==> src/rtl/hwag_pkg.sv <==
// rtl/hwag_pkg.sv - shared types and constants for the hwag coil guard.
package hwag_pkg;

    typedef enum logic [1:0] {
        IDLE     = 2'd0,
        CHARGE   = 2'd1,
        HOLD     = 2'd2,
        WAIT_LOW = 2'd3
    } coil_guard_state_t;

    localparam int HWAG_COIL_CH = 2;

endpackage

==> src/rtl/hwag_coil_guard_ch.sv <==
// rtl/hwag_coil_guard_ch.sv - one coil channel: dwell limit, minimum off time, spark pulse, sticky overdwell fault.
module hwag_coil_guard_ch
    import hwag_pkg::*;
#(
    parameter int CNT_WIDTH = 24
)
(
    input  logic                 clk,
    input  logic                 rst,
    input  logic                 ena,
    input  logic                 coil_req,
    input  logic [CNT_WIDTH-1:0] max_dwell,
    input  logic [CNT_WIDTH-1:0] min_off,
    input  logic                 fault_clr,
    output logic                 coil_out,
    output logic                 spark,
    output logic                 fault_dwell
);

    coil_guard_state_t    state;
    logic [CNT_WIDTH-1:0] cnt;
    logic [CNT_WIDTH-1:0] cnt_inc;
    logic [CNT_WIDTH-1:0] hold_thr;
    logic                 timeout;
    logic                 fault_set;

    // Limits are read live every cycle; min_off of 0 behaves like 1.
    always_comb begin
        cnt_inc   = (cnt == '1) ? cnt : cnt + 1'b1;
        hold_thr  = (min_off == '0) ? '0 : min_off - 1'b1;
        timeout   = (max_dwell != '0) && (cnt == max_dwell - 1'b1);
        fault_set = ena && (state == CHARGE) && coil_req && timeout;
    end

    always_ff @(posedge clk) begin
        if (rst) begin
            state       <= IDLE;
            cnt         <= '0;
            coil_out    <= 1'b0;
            spark       <= 1'b0;
            fault_dwell <= 1'b0;
        end else begin
            spark <= 1'b0;

            if (fault_set) begin
                fault_dwell <= 1'b1;
            end else if (fault_clr) begin
                fault_dwell <= 1'b0;
            end

            if (!ena) begin
                state    <= IDLE;
                cnt      <= '0;
                coil_out <= 1'b0;
            end else begin
                case (state)
                    IDLE: begin
                        if (coil_req) begin
                            state    <= CHARGE;
                            cnt      <= '0;
                            coil_out <= 1'b1;
                        end
                    end
                    CHARGE: begin
                        // A release coinciding with the timeout is a normal release.
                        if (!coil_req) begin
                            state    <= HOLD;
                            cnt      <= '0;
                            coil_out <= 1'b0;
                            spark    <= 1'b1;
                        end else if (timeout) begin
                            state    <= WAIT_LOW;
                            cnt      <= '0;
                            coil_out <= 1'b0;
                            spark    <= 1'b1;
                        end else begin
                            cnt <= cnt_inc;
                        end
                    end
                    HOLD: begin
                        if (cnt >= hold_thr) begin
                            state <= coil_req ? WAIT_LOW : IDLE;
                            cnt   <= '0;
                        end else begin
                            cnt <= cnt_inc;
                        end
                    end
                    WAIT_LOW: begin
                        if (!coil_req) begin
                            state <= IDLE;
                        end
                    end
                    default: begin
                        state    <= IDLE;
                        cnt      <= '0;
                        coil_out <= 1'b0;
                    end
                endcase
            end
        end
    end

endmodule

==> src/rtl/hwag_coil_guard.sv <==
// rtl/hwag_coil_guard.sv - coil guard top; optional spark statistics under HWAG_COIL_GUARD_STATS_EN.
module hwag_coil_guard
    import hwag_pkg::*;
#(
    parameter int CH_NUM    = HWAG_COIL_CH,
    parameter int CNT_WIDTH = 24
)
(
    input  logic                 clk,
    input  logic                 rst,
    input  logic                 ena,
    input  logic [CH_NUM-1:0]    coil_req,
    input  logic [CNT_WIDTH-1:0] max_dwell,
    input  logic [CNT_WIDTH-1:0] min_off,
    input  logic                 fault_clr,
    output logic [CH_NUM-1:0]    coil_out,
    output logic [CH_NUM-1:0]    spark,
    output logic [CH_NUM-1:0]    fault_dwell
`ifdef HWAG_COIL_GUARD_STATS_EN
    ,
    output logic [16*CH_NUM-1:0] spark_cnt
`endif
);

    genvar i;

    generate
        for (i = 0; i < CH_NUM; i++) begin : g_ch
            hwag_coil_guard_ch #(
                .CNT_WIDTH (CNT_WIDTH)
            ) u_ch (
                .clk         (clk),
                .rst         (rst),
                .ena         (ena),
                .coil_req    (coil_req[i]),
                .max_dwell   (max_dwell),
                .min_off     (min_off),
                .fault_clr   (fault_clr),
                .coil_out    (coil_out[i]),
                .spark       (spark[i]),
                .fault_dwell (fault_dwell[i])
            );
        end
    endgenerate

`ifdef HWAG_COIL_GUARD_STATS_EN
    // Counts the registered spark pulses, so each count lands one cycle after its pulse.
    generate
        for (i = 0; i < CH_NUM; i++) begin : g_stat
            logic [15:0] cnt_q;

            always_ff @(posedge clk) begin
                if (rst) begin
                    cnt_q <= '0;
                end else if (spark[i]) begin
                    cnt_q <= cnt_q + 16'd1;
                end
            end

            assign spark_cnt[16*i +: 16] = cnt_q;
        end
    endgenerate
`endif

endmodule

==> config.mk <==
export PLATFORM = sky130hd
export DESIGN_NAME = hwag_coil_guard
export DESIGN_NICKNAME = d
export VERILOG_FILES = /design/src/rtl/hwag_pkg.sv /design/src/rtl/hwag_coil_guard_ch.sv /design/src/rtl/hwag_coil_guard.sv
export SDC_FILE = /design/constraint.sdc
export NUM_CORES = 1
export LEC_CHECK = 0
export CELL_PAD_IN_SITES_DETAIL_PLACEMENT = 0
export CELL_PAD_IN_SITES_GLOBAL_PLACEMENT = 1
export CORE_MARGIN = 5
export CORE_UTILIZATION = 44
export DETAILED_ROUTE_END_ITERATION = 7
export GPL_TIMING_DRIVEN = 0
export PLACE_DENSITY_LB_ADDON = 0.1
export SLEW_MARGIN = 10
export SYNTH_ARGS = -nofsm -noshare
export SYNTH_HDL_FRONTEND = slang
export SYNTH_SLANG_ARGS = --single-unit
==> constraint.sdc <==
create_clock -name clk -period 6.1 [get_ports clk]
set_input_delay 1.22 -clock clk [delete_from_list [all_inputs] [get_ports clk]]
set_output_delay 1.22 -clock clk [all_outputs]
set_load 0.005 [all_outputs]
==> results of run 1 <==
## cells in the mapped netlist, drive strengths merged (5+ instances only)
library cell | count | area, um2
ha | 63 | 788.3
nand4 | 26 | 162.7
o21a | 6 | 45.04
nor3 | 38 | 195.2
a22o | 23 | 201.4
and4 | 10 | 87.58
nand2b | 15 | 93.84
clkbuf | 34 | 128.9
a211oi | 7 | 52.55
and2 | 7 | 43.79
inv | 26 | 97.59
dfxtp | 58 | 1161
nor4 | 22 | 150.1
nor2b | 21 | 131.4
nand3b | 14 | 105.1
nor2 | 76 | 285.3
o221ai | 5 | 43.79
o2111ai | 5 | 56.31
a21o | 5 | 37.54
or4 | 14 | 116.4
o21ai | 55 | 275.3
buf | 14 | 97.59
a2111oi | 5 | 43.79
a31oi | 7 | 43.79
and3 | 21 | 131.4
nand3 | 32 | 160.2
a21oi | 29 | 145.1
xnor2 | 43 | 376.6
nand2 | 80 | 300.3
xor2 | 39 | 341.6
## critical path, cell delays in order
cell                              delay [ns]
sky130_fd_sc_hd__clkdlybuf4s50_1        0.55
sky130_fd_sc_hd__inv_1                  0.11
sky130_fd_sc_hd__ha_1                   0.27
sky130_fd_sc_hd__nor3b_2                0.58
sky130_fd_sc_hd__nand4_1                0.55
sky130_fd_sc_hd__nor4_2                 0.44
sky130_fd_sc_hd__xor3_1                 0.32
sky130_fd_sc_hd__a2111oi_0              0.54
sky130_fd_sc_hd__nand4_1                0.36
sky130_fd_sc_hd__o2111ai_4              0.43
sky130_fd_sc_hd__clkbuf_1               0.36
sky130_fd_sc_hd__o21ai_0                0.18
sky130_fd_sc_hd__a22o_1                 0.20
## registers in the layout, summed over array words and instances (netlist names)
signal	flops
g_ch.u_ch.state	4
g_ch.u_ch.spark	2
g_ch.u_ch.coil_out	2
g_ch.u_ch.fault_dwell	2
g_ch.u_ch.cnt	48
## routing by layer
layer	wire length (um)	vias up
li1	-	3400
met1	10300	3368
met2	10060	295
met3	1556	56
met4	973	0
met5	0	-
## kinds of logic after synthesis
family | count (synthesis) | synth area share
AO/OA/AOI/OAI | 193 | 0.2033
XOR/XNOR | 86 | 0.1224
AND/OR/NAND/NOR | 402 | 0.3295
buffers and inverters | 74 | 0.04893
adder cells (fa/ha/maj) | 63 | 0.1190
multiplexers | 1 | 0.001511
flip-flops | 58 | 0.1753
## through the flow
| stage | cells | hold slack (ns) | TNS (ns) | util | power (W) |
|---|---|---|---|---|---|
| finish | 1129 | 0.4984 | 0 | 0.5326 | 0.001144 |
| global placement | 1113 | 0.4737 | -27.07 | 0.5035 | 0.0005936 |
| CTS | 1128 | 0.5048 | 0 | 0.5267 | 0.001148 |
| global route | 1129 | 0.5384 | 0 | 0.5326 | 0.001192 |
| detailed placement | 1113 | 0.4959 | -33.54 | 0.5035 | 0.0005980 |
| floorplan | 877 | 0.4601 | 0 | - | 0.0005113 |
## layout make-up
| cell class | count | area [um2] | area share |
|---|---|---|---|
| plain buffers | 48 | 230.2 | 0.02952 |
| repair buffers | 53 | 528.0 | 0.06770 |
| flip-flops and latches | 58 | 1161 | 0.1489 |
| inverters | 26 | 97.59 | 0.01251 |
| well taps | 184 | 230.2 | 0.02952 |
| clock inverters | 4 | 76.32 | 0.009787 |
| clock buffers | 11 | 242.7 | 0.03112 |
| multi-input cells | 745 | 5233 | 0.6709 |
## power by group through the flow
stage / Clock [W] / Sequential, W / Combinational, W
after floorplan: 0 / 0.000392 / 0.000120
after global placement: 0 / 0.000392 / 0.000201
final: 0.000546 / 0.000385 / 0.000213
after global routing: 0.000576 / 0.000385 / 0.000231
after CTS: 0.000557 / 0.000385 / 0.000207
after detailed placement: 0 / 0.000393 / 0.000205
## path summary, 6_finish.rpt
kind	to	cells after the start	slack (ns)	start
min	g_ch[1].u_ch.coil_out$_SDFFE_PP0P_	2	0.50	g_ch[1].u_ch.coil_out$_SDFFE_PP0P_
max	g_ch[0].u_ch.cnt[15]$_SDFFE_PP0P_	13	0.19	max_dwell[0]
min reg2reg	g_ch[1].u_ch.coil_out$_SDFFE_PP0P_	2	0.50	g_ch[1].u_ch.coil_out$_SDFFE_PP0P_
max reg2reg	g_ch[1].u_ch.cnt[6]$_SDFFE_PP0P_	11	2.52	g_ch[1].u_ch.cnt[8]$_SDFFE_PP0P_
## what timing repair did
action	CTS	global route
pin swaps	0	1
endpoints found under the setup margin	48	47
gates resized for setup	4	21
buffers inserted	0	1
==> results by group, run 1 <==
Global route
  • Global-route track usage on met2: 0.3942
  • Global route hottest layer: met2
  • Total Routing Usage GR: 0.2553
  • Pin count of the biggest net entering global routing: 11
  • Met1 track utilization from global routing: 0.3467
  • Wire length of the first global-routing pass: 35780 um
  • Via count of the first global-routing pass: 6637
  • Antenna violations before repair: 0
  • Total global routing overflow: 0
  • Met3 track demand over resource in global routing: 0.04594

Routing
  • Iteration-0 DRC count of the detailed router: 494
  • Via count of the routed design: 7119
  • Routed wire per std cell: 20.27 um
  • Number of nets still failing antenna checks after routing: 0
  • DRC violations left: 0
  • Via/cell ratio: 6.306
  • Routed WL: 22890 um
  • Pre-Repair DR Iteration Count: 5

Timing
  • Worst Slack Setup Final: 0.1894 ns
  • Final setup violation count: 0
  • Setup repair after global routing missed its margin: false
  • Highest achievable clock rate: 169.2 MHz
  • Final count of pins violating max slew: 0
  • Final critical delay including setup and external delays: 5.911 ns
  • Final Hold Violating Endpoints: 0
  • Transition at the pin with the smallest max-transition slack: 1.134 ns
  • Final period utilization: 0.9690
  • Clock skew: 0.007013 ns
  • Rel. slew slack: 0.2369

Clock tree
  • # clock sinks: 58
  • Number of buffers inserted for hold repair after clock tree synthesis: 0
  • Clock input transition at the sequential cells of the worst setup and hold paths: 0.05 ns
  • Master cell of the clock root buffer: sky130_fd_sc_hd__clkbuf_16
  • Number of buffers created by CTS: 9
  • TritonCTS clock tree: done
  • Depth of the CTS H-tree: 3
  • Clock Latency Late Sink: 0.33 ns
  • Maximum count of clock buffers along a single path: 2

Yosys
  • Share of flip-flops with an asynchronous set or reset after synthesis: 0
  • Number of warning messages in the yosys log: 0
  • Number of flops mapped to enable cells by yosys: 0
  • Dominant register cell in the synthesized netlist: sky130_fd_sc_hd__dfxtp_1
  • Cell Area, Synth: 6623 um2
  • Register bit total from synthesis: 58
  • Avg Cell Area, Syn: 7.551 um2
  • Part of the Yosys area used for sequential elements: 0.1753
  • Gate count of the mapped netlist: 877
  • Post-synthesis cell type count: 75
  • Post-synth net total: 994

Placed design
  • Final weighted congestion of routability-driven global placement: 0.9765
  • Post-placement cell area: 7373 um2
  • Port buffer count: 52
  • Post-Place Setup Slack: -0.7871 ns
  • HPWL reported at the end of detailed placement: 18660 um

Die
  • Horizontal die dimension: 132.7 um
  • Area of the core region: 14640 um2
  • Starting density of the core: 0.4522
  • Number of placement rows: 44
  • Boundary Pins: 60
  • Die height: 132.7 um
  • Die Outline Area: 17610 um2

Power
  • Switching part of the total power: 0.2662
  • Design internal power: 0.0008396 W
  • Share of total power in sequential cells: 0.336
  • Leakage power total: 3.015 nW
  • Maximum resistive drop on vdd: 0.0001528 V
  • Portion of total power attributed to combinational logic: 0.187
  • Portion of total power attributed to the clock network: 0.477
  • Switching power: 0.0003046 W
  • Pwr dens: 146.7 nW/um2

Worst setup path
  • Start-to-end type of the worst setup path: in2reg
  • Critical Path Sink Type: flop
  • Required time at the endpoint of the critical path: 6.32 ns
  • Crit Path Max Fanout: 10
  • Arrival @ worst endpoint: 6.13 ns
  • Startpoint kind of the worst setup timing path: input pin

Cells and area
  • Filler cell count: 1431
  • Synth-to-layout area growth: 17.76%
  • Count of nets after finishing: 1058
  • Design area: 7799 um2
  • Proportion of layout cells with a drive suffix above 1: 0.06772
  • Commonest cells after routing, fill and taps aside: 80 x sky130_fd_sc_hd__nand2_1, 75 x sky130_fd_sc_hd__nor2_1, 63 x sky130_fd_sc_hd__ha_1, 58 x sky130_fd_sc_hd__dfxtp_1, 52 x sky130_fd_sc_hd__clkdlybuf4s50_1
  • Diodes inserted: 0
  • Most frequent standard cell in the layout excluding fill and tap cells: sky130_fd_sc_hd__nand2_1

Run
  • Max-cap violations: 0

Hold path
  • Class of the most critical hold timing path: reg2reg

Outcome
  • Run status: finished clean
No activity file was read; power rests on OpenSTA's default activity.
==> inputs of run 2 (changes only) <==
--- a/config.mk
+++ b/config.mk
@@ -9,6 +9,7 @@
 export CELL_PAD_IN_SITES_GLOBAL_PLACEMENT = 1
 export CORE_MARGIN = 5
 export CORE_UTILIZATION = 44
+export CTS_CLUSTER_SIZE = 24
 export DETAILED_ROUTE_END_ITERATION = 7
 export GPL_TIMING_DRIVEN = 0
 export PLACE_DENSITY_LB_ADDON = 0.1
==> results of run 2 <==
Same layout as run 1: the final DEF is identical, and so are final timing and power.
